File: src/rtl/bbox_detect.sv
// bbox_detect: per-frame bounding box of foreground pixels in a binarised
// raster stream. At end of frame the box is padded by MARGIN, clamped so the
// downstream rectangle overlay never wraps, and presented with a one-cycle
// oValid strobe.
//
// Ports
//   clk     pixel clock, rising edge
//   rst     asynchronous reset, active low
//   en      pixel valid; Row/Col/iBW are ignored while low
//   Row     raster row of the current pixel
//   Col     raster column of the current pixel
//   iBW     binarised pixel (0 or 10'h3FF)
//   oRow    {bottom, top} of the padded box
//   oCol    {right, left} of the padded box
//   oValid  one-cycle pulse when oRow/oCol/oFound are refreshed
//   oFound  last completed frame had at least MIN_PIX foreground pixels
//
// state   | meaning
// S_IDLE  | waiting for start of frame, pixels ignored
// S_ACCUM | folding foreground pixels into the running extent
// S_LATCH | one cycle: pad/clamp the extent and publish it

module bbox_detect #(
   parameter int         H_ACTIVE = 640,
   parameter int         V_ACTIVE = 480,
   parameter int         MARGIN   = 4,
   parameter int         MIN_PIX  = 16,
   parameter logic [9:0] FG_LEVEL = 10'd0
) (
   input  logic        clk,
   input  logic        rst,
   input  logic        en,
   input  logic [9:0]  Row,
   input  logic [9:0]  Col,
   input  logic [9:0]  iBW,
   output logic [19:0] oRow,
   output logic [19:0] oCol,
   output logic        oValid,
   output logic        oFound
);

   typedef enum logic [1:0] {
      S_IDLE  = 2'd0,
      S_ACCUM = 2'd1,
      S_LATCH = 2'd2
   } state_t;

   state_t      state_q, state_d;
   logic [9:0]  rmin_q, rmin_d, rmax_q, rmax_d;
   logic [9:0]  cmin_q, cmin_d, cmax_q, cmax_d;
   logic [18:0] cnt_q, cnt_d;
   logic [19:0] o_row_q, o_row_d, o_col_q, o_col_d;
   logic        o_valid_q, o_valid_d, o_found_q, o_found_d;

   logic        sof, eof, fg;
   logic        do_init, do_fold;
   logic [9:0]  rmin_b, rmax_b, cmin_b, cmax_b;
   logic [18:0] cnt_b;

   logic [10:0] rmin_x, cmin_x, bot_sum, rgt_sum;
   logic [9:0]  top_v, bot_v, lft_v, rgt_v;
   logic        found;

   assign sof = en && (Row == 10'd0) && (Col == 10'd0);
   assign eof = en && (Row == 10'(V_ACTIVE - 1)) && (Col == 10'(H_ACTIVE - 1));
   assign fg  = en && (iBW == FG_LEVEL);

   // 11-bit intermediates keep the margin arithmetic from wrapping before the clamp.
   assign rmin_x  = {1'b0, rmin_q};
   assign cmin_x  = {1'b0, cmin_q};
   assign bot_sum = {1'b0, rmax_q} + 11'(MARGIN);
   assign rgt_sum = {1'b0, cmax_q} + 11'(MARGIN);

   assign top_v = (rmin_x >= 11'(MARGIN))     ? 10'(rmin_x - 11'(MARGIN)) : 10'd0;
   assign lft_v = (cmin_x >= 11'(MARGIN + 1)) ? 10'(cmin_x - 11'(MARGIN)) : 10'd1;
   assign bot_v = (bot_sum > 11'(V_ACTIVE - 1)) ? 10'(V_ACTIVE - 1) : bot_sum[9:0];
   assign rgt_v = (rgt_sum > 11'(H_ACTIVE - 5)) ? 10'(H_ACTIVE - 5) : rgt_sum[9:0];

   assign found = (cnt_q >= 19'(MIN_PIX));

   always_comb begin
      state_d   = state_q;
      rmin_d    = rmin_q;
      rmax_d    = rmax_q;
      cmin_d    = cmin_q;
      cmax_d    = cmax_q;
      cnt_d     = cnt_q;
      o_row_d   = o_row_q;
      o_col_d   = o_col_q;
      o_found_d = o_found_q;
      o_valid_d = 1'b0;
      do_init   = 1'b0;
      do_fold   = 1'b0;

      case (state_q)
         S_IDLE: begin
            if (sof) begin
               state_d = S_ACCUM;
               do_init = 1'b1;
            end
         end
         S_ACCUM: begin
            // A fresh SOF abandons the partial frame without publishing it.
            if (sof) begin
               do_init = 1'b1;
            end else if (en) begin
               do_fold = 1'b1;
               if (eof) state_d = S_LATCH;
            end
         end
         S_LATCH: begin
            // Always exactly one cycle so oValid lands a fixed two edges after EOF.
            o_valid_d = 1'b1;
            o_found_d = found;
            if (found) begin
               o_row_d = {bot_v, top_v};
               o_col_d = {rgt_v, lft_v};
            end
            if (sof) begin
               state_d = S_ACCUM;
               do_init = 1'b1;
            end else begin
               state_d = S_IDLE;
            end
         end
         default: state_d = S_IDLE;
      endcase

      // The SOF pixel itself is part of the new frame.
      if (do_init) do_fold = 1'b1;

      rmin_b = do_init ? 10'h3FF : rmin_q;
      rmax_b = do_init ? 10'd0   : rmax_q;
      cmin_b = do_init ? 10'h3FF : cmin_q;
      cmax_b = do_init ? 10'd0   : cmax_q;
      cnt_b  = do_init ? 19'd0   : cnt_q;

      if (do_fold) begin
         rmin_d = rmin_b;
         rmax_d = rmax_b;
         cmin_d = cmin_b;
         cmax_d = cmax_b;
         cnt_d  = cnt_b;
         if (fg) begin
            if (Row < rmin_b) rmin_d = Row;
            if (Row > rmax_b) rmax_d = Row;
            if (Col < cmin_b) cmin_d = Col;
            if (Col > cmax_b) cmax_d = Col;
            cnt_d = (&cnt_b) ? cnt_b : cnt_b + 19'd1;
         end
      end
   end

   always_ff @(posedge clk or negedge rst) begin
      if (!rst) begin
         state_q   <= S_IDLE;
         rmin_q    <= 10'h3FF;
         rmax_q    <= 10'd0;
         cmin_q    <= 10'h3FF;
         cmax_q    <= 10'd0;
         cnt_q     <= 19'd0;
         o_row_q   <= 20'd0;
         o_col_q   <= 20'd0;
         o_valid_q <= 1'b0;
         o_found_q <= 1'b0;
      end else begin
         state_q   <= state_d;
         rmin_q    <= rmin_d;
         rmax_q    <= rmax_d;
         cmin_q    <= cmin_d;
         cmax_q    <= cmax_d;
         cnt_q     <= cnt_d;
         o_row_q   <= o_row_d;
         o_col_q   <= o_col_d;
         o_valid_q <= o_valid_d;
         o_found_q <= o_found_d;
      end
   end

   assign oRow   = o_row_q;
   assign oCol   = o_col_q;
   assign oValid = o_valid_q;
   assign oFound = o_found_q;

endmodule

File: config.mk
export PLATFORM = sky130hd
export DESIGN_NAME = bbox_detect
export DESIGN_NICKNAME = d
export VERILOG_FILES = /design/src/rtl/bbox_detect.sv
export SDC_FILE = /design/constraint.sdc
export NUM_CORES = 1
export LEC_CHECK = 0
export CAP_MARGIN = 25
export CORE_UTILIZATION = 57
export CTS_CLUSTER_DIAMETER = 40
export DETAILED_ROUTE_END_ITERATION = 10
export PLACE_DENSITY = 0.88
export SLEW_MARGIN = 20
export SYNTH_ARGS = -nofsm -noshare
export SYNTH_HDL_FRONTEND = slang
export SYNTH_SLANG_ARGS = --single-unit
File: constraint.sdc
create_clock -name clk -period 3.3 [get_ports clk]
set_input_delay 0.825 -clock clk [delete_from_list [all_inputs] [get_ports clk]]
set_output_delay 0.825 -clock clk [all_outputs]
set_load 0.05 [all_outputs]
==> impl_metrics.csv, run 1 <==
group,metric,value,unit
run_status,outcome,"finished, violations left",
run_status,violations,"negative setup slack",
cts,cts_hold_buf,0,
power,vdd_drop_max,0.1940,mV
routing,routed-wl-met2,11120,um
placed_design,gp_congestion,0.9765,
final_layout,nNetsFinal,924,
placed_design,dp_hpwl,13450,um
critical_path,cp.required,3.58,ns
synth,yosysTopAreaCell,"dfrtp_1",
floorplanning,ios,75,
routing,vias,6848,
cts,h-tree-depth,3,
power,powerDensity,274.6,mW/mm2
cts,cts.sink_count,103,
power,p_comb_share,10.9,%
power,seqPwrFrac,52.8,%
synth,yosysWarnings,0,
routing,drt-met1-wl,8298,um
power,p_leak,3.715,nW
synth,syn_inst,671,
routing,wire_per_inst,24.51,um
grt,antenna_found_initial,0,
cts,insertion_delay,0.39,ns
cts,clkTransAtPathRegs,0.10,ns
synth,ys_seq_elements,103,
floorplanning,fp.dieW,106.2,um
grt,grt_pass1_vias,6428,
synth,synthFlopType,"dfrtp_1",
routing,drc_errors,0,
grt,grt_usage,37.04,%
synth,syn_nets,751,
grt,grt_first_pass_wirelength,32340,um
grt,grt_max_degree,55,
power,clkPwrFrac,36.3,%
run,maxCapViolCount,0,
cts,cts_tree,"done",
critical_path,path_max_fanout,5,
timing,hold_viol,0,
floorplanning,fp-row-count,37,
synth,synthArstFlopShare,100.0,%
timing,finalSetupViolCount,54,
final_layout,synthToLayoutAreaGrowth,40.76,%
synth,ys_seq_area_share,42.05,%
final_layout,num_antenna_cells,0,
critical_path,worst-setup-path-type,"input port to flip-flop",
routing,finalWirelength,24150,um
power,p_sw,622.6,uW
timing,drv_slew,0,
routing,antenna_left,0,
routing,dr.max_layer_used,"met4",
routing,vias_per_cell,6.952,
routing,drt-pass1-iter-count,8,
placed_design,dpl_worst_slack,-1.059,ns
routing,drt-initial-drc-count,953,
timing,timing.slew.headroom,43.61,%
worst_hold_path,hp-class,"input port to asynchronous set/reset pin",
timing,fin_skew,0.01241,ns
timing,min_period_over_period,121.9,%
synth,ys_types,59,
floorplanning,core-area,0.01042,mm2
synth,yosys.area.top_type_share,33.56,%
floorplanning,fp.dieArea,0.01128,mm2
synth,mappedNetlistArea,0.006188,mm2
timing,period_minus_slack,4.023,ns
floorplanning,die_h,106.2,um
synth,syn_avg_cell_area,9.223,um2
routing,wl_met3,2715,um
critical_path,reg2reg_depth,13,
power,p_int,1.769,mW
cts,cts-root-buf,"clkbuf_8",
synth,synth_edf_count,0,
critical_path,critPathLaunchType,"input port",
critical_path,arrival,4.30,ns
final_layout,utilization,83.63,%
power,p_sw_share,26.03,%
cts,cts_buffers,9,
floorplanning,start_util,59.41,%
placed_design,port_buffers,74,
timing,tightestPinTransition,0.8383,ns
synth,synthTopCellsByCount,"dfrtp_1 (83), nand2_1 (83), nor2_1 (70)",
grt,overflow,0,
timing,finalWorstSetupSlack,-0.7227,ns
synth,ys_top_cells_by_area,"dfrtp_1 (34%), ha_1 (9.5%), dfstp_2 (8.5%)",
timing,max_freq,248.6,MHz
timing,rsz0062_at_grt,"true",
final_layout,drive_gt1_share,27.92,%
cts,clockBufferDepth,2,
critical_path,cp-end-kind,"flip-flop",
## logic make-up after synthesis
| group | Yosys count | synth area share [%] |
|---|---|---|
| compound gates | 154 | 17.55 |
| xor+xnor | 30 | 4.246 |
| fa+ha+maj | 47 | 9.503 |
| buf+inv | 47 | 2.911 |
| flops | 103 | 42.05 |
| mux | 2 | 0.3235 |
| simple gates | 288 | 23.41 |
## power by group through the flow
stage | sequential, mW | clock (mW) | combinational, mW
after CTS | 1.26 | 0.864 | 0.203
after detailed placement | 1.29 | 0 | 0.194
after floorplan | 1.29 | 0 | 0.0526
final | 1.26 | 0.869 | 0.260
after global routing | 1.26 | 0.914 | 0.271
after global placement | 1.29 | 0 | 0.187
## cell usage in the layout, fill, tap and decap left out, types with 19 or more instances in the layout
cell | netlist | final
o22a_1 | 20 | 20
nand2_1 | 83 | 78
nand4_1 | 19 | 19
clkdlybuf4s50_1 | 0 | 52
dfstp_2 | 20 | 20
dfrtp_1 | 83 | 83
buf_6 | 0 | 19
nor2_1 | 70 | 55
buf_4 | 0 | 89
inv_1 | 23 | 23
ha_1 | 47 | 33
o21ai_0 | 34 | 32
nand3_1 | 27 | 26
a21oi_1 | 22 | 20
a22o_1 | 21 | 21
## per-layer routing
layer / vias to the layer above / track usage (%)
met4: 0 / 21.63
met1: 3189 / 43.95
met5: - / 0
met3: 234 / 8.216
li1: 2827 / -
met2: 598 / 61.64
## worst max-delay path, cell delays in order
cell,delay [ns]
buf_6,0.12
or4_4,0.53
nor4_4,0.35
buf_4,0.19
nand3_4,0.12
buf_6,0.18
nand2_4,0.10
ha_4,0.14
nand4_1,0.18
a211oi_2,0.40
a2111oi_2,0.14
buf_4,0.18
nor4_4,0.31
nor2_4,0.09
clkbuf_16,0.17
a22o_1,0.25
## worst paths after layout
| path | startpoint | endpoint | slack [ns] |
|---|---|---|---|
| worst max-delay path | Col[9] | cmax_q[1] | -0.72 |
| worst min-delay path | rst | oRow[17] | 0.48 |
| worst max register to register | state_q[0] | cmax_q[1] | 0.02 |
| worst min register to register | oRow[18] | oRow[18] | 0.49 |
| max in group asynchronous | rst | cmin_q[9] | 1.85 |
| min in group clk | oRow[18] | oRow[18] | 0.49 |
## state kept, by name (all words and copies together) (netlist names)
name,cells
cmax_q,10
cmin_q,10
cnt_q,19
oCol,20
oFound,1
oRow,20
oValid,1
rmax_q,10
rmin_q,10
state_q,2
## final cells by class
type / instances / area, um2
tap: 136 / 170.2
clock buffer: 12 / 155.1
inverter: 23 / 86.33
timing repair buffer: 182 / 1623
fill: 560 / 1705
clock inverter: 4 / 53.80
multi-input combinational: 525 / 4020
sequential: 103 / 2603
## timing repair
item                       4_1_cts  5_1_grt
pin swaps                       35       41
setup buffers                   25       13
gates cloned                     8        0
resized for setup              102       70
setup endpoints to repair       58       56
## through the flow
stage | hold WS [ns] | TNS, ns | cell area (um2) | power (mW) | instances
after detailed placement | 0.4661 | -53.92 | 7547 | 1.481 | 925
after CTS | 0.4890 | -6.028 | 8259 | 2.330 | 974
after floorplan | 0.4847 | -19.85 | 6237 | 1.339 | 671
final | 0.4796 | -20.93 | 8711 | 2.392 | 985
after global placement | 0.4525 | -50.04 | 7547 | 1.474 | 925
after global routing | 0.5144 | -23.03 | 8711 | 2.449 | 985
(Power assumes the default switching activity.)
==> inputs of run 2 (changes only) <==
--- a/config.mk
+++ b/config.mk
@@ -7,8 +7,9 @@
 export LEC_CHECK = 0
 export CAP_MARGIN = 25
+export CORE_MARGIN = 2
 export CORE_UTILIZATION = 57
 export CTS_CLUSTER_DIAMETER = 40
 export DETAILED_ROUTE_END_ITERATION = 10
-export PLACE_DENSITY = 0.88
+export PLACE_DENSITY = 0.91
 export SLEW_MARGIN = 20
 export SYNTH_ARGS = -nofsm -noshare
==> constraint.sdc (replaced) <==
create_clock -name clk -period 3.3 [get_ports clk]
set_input_delay 0.33 -clock clk [delete_from_list [all_inputs] [get_ports clk]]
set_output_delay 0.33 -clock clk [all_outputs]
set_load 0.05 [all_outputs]
==> run 2 against run 1 <==
The flow finishes with violations (negative hold slack, negative setup slack). Largest cell class unchanged. Largest power group unchanged. Sequential power barely moved. Worst setup slack improved by 0.56 ns. Non-clock buffer count decreased by 39. Die area grew 3.8%. Total power down 5.8%. Sequential share of layout area grew 2.6 points. Wire length decreased by 13%. Critical endpoint is now cmax_q[2]. Clock skew is 0.0052 ns lower. Combinational power is 13% lower. Clock power fell by 12%. First-iteration DRC count is 1.5% lower.
==> impl_metrics.csv, run 2 (synthesized netlist as in run 1, its figures left out) <==
group,metric,value,unit
run_status,outcome,"finished, violations left",
run_status,violations,"negative hold slack, negative setup slack",
floorplanning,fp.dieArea,0.01171,mm2
final_layout,drive_gt1_share,17.90,%
power,vdd_drop_max,0.2068,mV
grt,grt_max_degree,86,
worst_hold_path,hp-class,"input port to asynchronous set/reset pin",
timing,tightestPinTransition,0.8591,ns
critical_path,crit_chain,"dlygate4sd2_1 > or4b_4 > nor4_4 > buf_4 > nand3_4 > buf_2 > nand2_1 > ha_1 > nand4_1 > buf_4 > nor3_1 > buf_4 > nor4_4 > buf_4 > a22o_1",
grt,grt_usage,32.62,%
cts,cts-root-buf,"clkbuf_8",
grt,grt_pass1_vias,6110,
cts,h-tree-depth,3,
timing,max_freq,288.8,MHz
floorplanning,core-area,0.01070,mm2
critical_path,cp.required,3.58,ns
cts,cts_buffers,9,
cts,insertion_delay,0.39,ns
timing,timing.slew.headroom,42.59,%
critical_path,critPathLaunch,"Col[8]",
timing,min_period_over_period,104.9,%
critical_path,reg2reg_from,"state_q[0]",
timing,holdWs,-0.01500,ns
routing,vias,6540,
final_layout,fin_cells,950,
cts,cts_tree,"done",
critical_path,crit_cells,15,
timing,fin_skew,0.007194,ns
cts,cts_hold_buf,0,
floorplanning,start_util,57.85,%
grt,grt_first_pass_wirelength,29610,um
critical_path,reg2reg_depth,12,
routing,vias_per_cell,6.884,
critical_path,critPathTopFamily,"simple AND/OR/NAND/NOR gates",
critical_path,cp_slowest_stage_delay,0.56,ns
power,clkPwrFrac,33.9,%
run,maxCapViolCount,0,
placed_design,gp_congestion,1.016,
timing,period_minus_slack,3.463,ns
routing,antenna_left,0,
floorplanning,die_h,108.2,um
critical_path,reg2reg_slack,0.21,ns
power,p_int,1.652,mW
final_layout,final_cell_area,0.008014,mm2
critical_path,cp_common_cell,"buf_4",
timing,finalSetupViolCount,23,
timing,drv_slew,0,
power,p_leak,3.494,nW
floorplanning,fp-row-count,38,
routing,drc_errors,0,
power,p_sw_share,26.69,%
final_layout,num_antenna_cells,0,
routing,drt-pass1-iter-count,10,
final_layout,synthToLayoutAreaGrowth,29.50,%
power,seqPwrFrac,56.0,%
timing,finalWorstSetupSlack,-0.1630,ns
routing,wire_per_inst,22.13,um
routing,finalWirelength,21030,um
critical_path,critPathLaunchType,"input port",
placed_design,dpl_worst_slack,-0.6182,ns
placed_design,dp_hpwl,12960,um
timing,hold_viol,21,
final_layout,nNetsFinal,885,
critical_path,worst-setup-path-type,"input port to flip-flop",
cts,clockBufferDepth,2,
power,powerDensity,281.2,mW/mm2
floorplanning,fp.dieW,108.2,um
critical_path,arrival,3.75,ns
critical_path,r2r-end,"cnt_q[0]",
power,p_comb_share,10.0,%
cts,cts.sink_count,103,
routing,drt-initial-drc-count,939,
critical_path,cp-end-kind,"flip-flop",
grt,antenna_found_initial,0,
placed_design,post_dp_cell_area,0.007462,mm2
placed_design,port_buffers,74,
grt,overflow,0,
critical_path,path_max_fanout,10,
cts,clkTransAtPathRegs,0.10,ns
critical_path,critPathBufInv,6,
placed_design,dpl.cell_count,917,
final_layout,final_cell_mix,"dfrtp_1 (83), nand2_1 (80), nor2_1 (68)",
final_layout,final_common_cell,"dfrtp_1",
floorplanning,ios,75,
power,p_sw,601.4,uW
critical_path,cp_slowest_cell,"or4b_4",
==> run 2: how the worst max path moves through the flow <==
stage,end,slack [ns]
CTS,cmin_q[7],0.0002
floorplan,cmin_q[1],-0.08
detailed placement,rmax_q[4],-0.62
global placement,cmin_q[1],-0.50
global route,cmax_q[1],-0.17
finish,cmax_q[2],-0.16
==> run 2: per-stage QoR <==
step	setup TNS, ns	total power [mW]	util, %
2_1_floorplan	-1.744	1.339	-
3_3_place_gp	-19.79	1.467	69.75
3_5_place_dp	-26.48	1.477	69.75
4_1_cts	0	2.209	72.44
5_1_grt	-3.447	2.310	74.91
6_report	-2.248	2.254	74.91
==> run 2: power by group through the flow <==
| stage | clock [mW] | combinational (mW) | sequential (mW) |
|---|---|---|---|
| after detailed placement | 0 | 0.191 | 1.29 |
| after CTS | 0.756 | 0.190 | 1.26 |
| after floorplan | 0 | 0.0526 | 1.29 |
| final | 0.765 | 0.226 | 1.26 |
| after global placement | 0 | 0.181 | 1.29 |
| after global routing | 0.810 | 0.236 | 1.26 |
==> run 2: area by class of cell <==
| class | instances | area, um2 |
|---|---|---|
| Tap cell | 140 | 175.2 |
| Multi-Input combinational cell | 525 | 3662 |
| Clock buffer | 11 | 141.4 |
| Fill cell | 623 | 2684 |
| Inverter | 23 | 86.33 |
| Sequential cell | 103 | 2603 |
| Clock inverter | 5 | 33.78 |
| Timing Repair Buffer | 143 | 1313 |
==> run 2: timing repair <==
item / 4_1_cts / 5_1_grt
pin swaps: 12 / 14
gates resized for setup: 20 / 37
setup buffers: 4 / 7
endpoints found under the setup margin: 43 / 50
gates cloned: 5 / 1
==> run 2: routing by layer <==
metal	global-route usage [%]	routed length, um	up-vias
li1	-	-	2756
met1	37.84	7157	3066
met2	53.95	9800	518
met4	22.34	1878	0
met3	7.113	2190	200
met5	0	0	-
==> inputs of run 3 (changes only) <==
Settings changed: CORE_MARGIN 2 to 3.
==> run 3 against run 2 <==
The flow now finishes without violations. Worst hold slack improved by 0.42 ns. Clock skew increased by 0.011 ns. Total power increased by 0.51%. Sequential share of layout area increased by 0.72 points. First-iteration DRC count decreased by 39%. Sequential power about the same. Die area increased by 3.7%. Clock-buffer cell count increased by 1. Non-clock buffer count decreased by 5. Fmax increased by 7.1%. Wire length decreased by 16%. Core utilization about the same. Largest power group unchanged.
==> impl_metrics.csv, run 3 (synthesized netlist as in run 1, its figures left out) <==
group,metric,value,unit
timing,tightestPinTransition,0.7085,ns
critical_path,cp.required,3.64,ns
power,vdd_drop_max,0.3635,mV
routing,drt-pass1-iter-count,5,
routing,finalWirelength,17570,um
cts,cts.sink_count,103,
timing,fin_skew,0.01813,ns
placed_design,dpl.cell_count,913,
critical_path,cp-end-kind,"flip-flop",
grt,overflow,0,
final_layout,nNetsFinal,879,
worst_hold_path,hold_path_end,"rmax_q[5]",
cts,clockBufferDepth,2,
placed_design,dp_hpwl,13060,um
critical_path,path_max_fanout,6,
grt,antenna_found_initial,0,
routing,drt-initial-drc-count,572,
final_layout,drive_gt1_share,15.44,%
floorplanning,fp-row-count,37,
run,maxCapViolCount,0,
run_status,outcome,"finished clean",
final_layout,seq_area,0.002603,mm2
worst_hold_path,whs_path_depth,3,
final_layout,synthToLayoutAreaGrowth,26.69,%
routing,wire_per_inst,18.71,um
critical_path,reg2reg_depth,11,
final_layout,multi_input_area,0.003545,mm2
critical_path,reg2reg_slack,0.27,ns
critical_path,r2r-end,"cnt_q[17]",
grt,grt_pass1_vias,5692,
final_layout,final_cell_mix,"nand2_1 (83), dfrtp_1 (83), nor2_1 (68)",
timing,timing.slew.headroom,52.48,%
worst_hold_path,worstHoldStart,"Row[5]",
grt,grt_first_pass_wirelength,27660,um
floorplanning,fp.dieW,110.2,um
cts,cts-root-buf,"clkbuf_8",
timing,setup_tns,0,ns
power,p_leak,3.420,nW
worst_hold_path,hp-class,"input port to flip-flop",
timing,min_period_over_period,98.00,%
floorplanning,core-area,0.01046,mm2
timing,finalSetupViolCount,0,
routing,vias,5916,
floorplanning,fp.dieArea,0.01214,mm2
critical_path,crit_chain,"clkdlybuf4s50_1 > or4_4 > nor4_4 > buf_4 > and3_4 > nor2_1 > ha_1 > nand4_1 > nor2_1 > a21o_1 > or4_4 > o21ai_4 > buf_4 > o22a_1",
timing,drv_slew,0,
critical_path,arrival,3.58,ns
timing,max_freq,309.2,MHz
final_layout,fin_cells,939,
final_layout,fillers,717,
timing,holdWs,0.4040,ns
cts,h-tree-depth,3,
grt,grt_max_degree,57,
critical_path,critPathLaunchType,"input port",
floorplanning,start_util,59.15,%
routing,vias_per_cell,6.300,
final_layout,num_antenna_cells,0,
grt,grt_usage,29.59,%
critical_path,cp_slowest_stage_delay,0.46,ns
placed_design,gp_congestion,0.9633,
critical_path,cp_slowest_cell,"or4_4",
cts,clkTransAtPathRegs,0.10,ns
placed_design,post_dp_cell_area,0.007457,mm2
cts,cts_buffers,9,
final_layout,final_cell_area,0.007840,mm2
routing,drc_errors,0,
critical_path,worst-setup-path-type,"input port to flip-flop",
floorplanning,die_h,110.2,um
cts,cts_tree,"done",
floorplanning,ios,75,
cts,insertion_delay,0.39,ns
placed_design,port_buffers,74,
timing,hold_viol,0,
timing,period_minus_slack,3.234,ns
power,powerDensity,288.9,mW/mm2
placed_design,dpl_worst_slack,-0.6098,ns
routing,antenna_left,0,
critical_path,reg2reg_from,"state_q[0]",
timing,finalWorstSetupSlack,0.06608,ns
==> run 3: cell count changes in the layout (fill, tap and decap cells not counted), moves of 3 or more <==
cell | before | now
nand2_1 | 80 | 83
nand2_2 | 3 | 0
ha_4 | 4 | 0
ha_1 | 43 | 47
buf_6 | 7 | 3
dlymetal6s2s_1 | 7 | 4
clkdlybuf4s50_1 | 58 | 63
==> run 3: where the power goes <==
group          internal, mW  switching [mW]
clock                 0.369           0.436
combinational        0.0887           0.109
sequential             1.26       0.0000210
total                  1.72           0.545
==> run 3: worst max path at each step <==
stage	from	endpoint	cells past startpoint
finish	Row[6]	cmin_q[2]	14
detailed placement	Row[9]	cmin_q[8]	12
CTS	Row[7]	cmax_q[2]	13
global placement	Row[9]	rmin_q[8]	11
global route	Row[6]	cmin_q[3]	14
floorplan	Row[9]	cmin_q[1]	14
==> run 3: cell type report <==
type	instances	area share [%]
clock buffers	12	1.851
clock inverters	3	0.5586
inverters	23	1.101
multi-input cells	524	45.21
flip-flops and latches	103	33.20
well taps	136	2.170
repair buffers	138	15.91
==> run 3: per-stage QoR <==
step                power (mW)  utilization (%)
finish                   2.265            74.93
global route             2.340            74.93
CTS                      2.266            73.61
detailed placement       1.478            71.27
global placement         1.472            71.27
floorplan                1.339                -
==> run 3: timing repair <==
item | CTS | global route
setup buffers | 2 | 3
endpoints found under the hold margin | 37 | 0
endpoints found under the setup margin | 47 | 49
gates resized for setup | 12 | 23
hold buffers | 1 | 0
pin swaps | 5 | 8
cloned | 2 | 3
==> run 3: critical path: cells and delay by family <==
| family | cells | cell delay, ns |
|---|---|---|
| fa+ha+maj | 1 | 0.30 |
| compound gates | 3 | 0.50 |
| simple gates | 7 | 1.66 |
| buf+inv | 3 | 0.78 |
==> run 3: per-layer routing <==
metal | GRT usage (%) | part of all wire [%] | vias up
li1 | - | - | 2722
met1 | 36.01 | 41 | 2893
met2 | 50.74 | 50 | 251
met3 | 6.523 | 6.2 | 50
met4 | 12.31 | 3.2 | 0
met5 | 0 | 0 | -
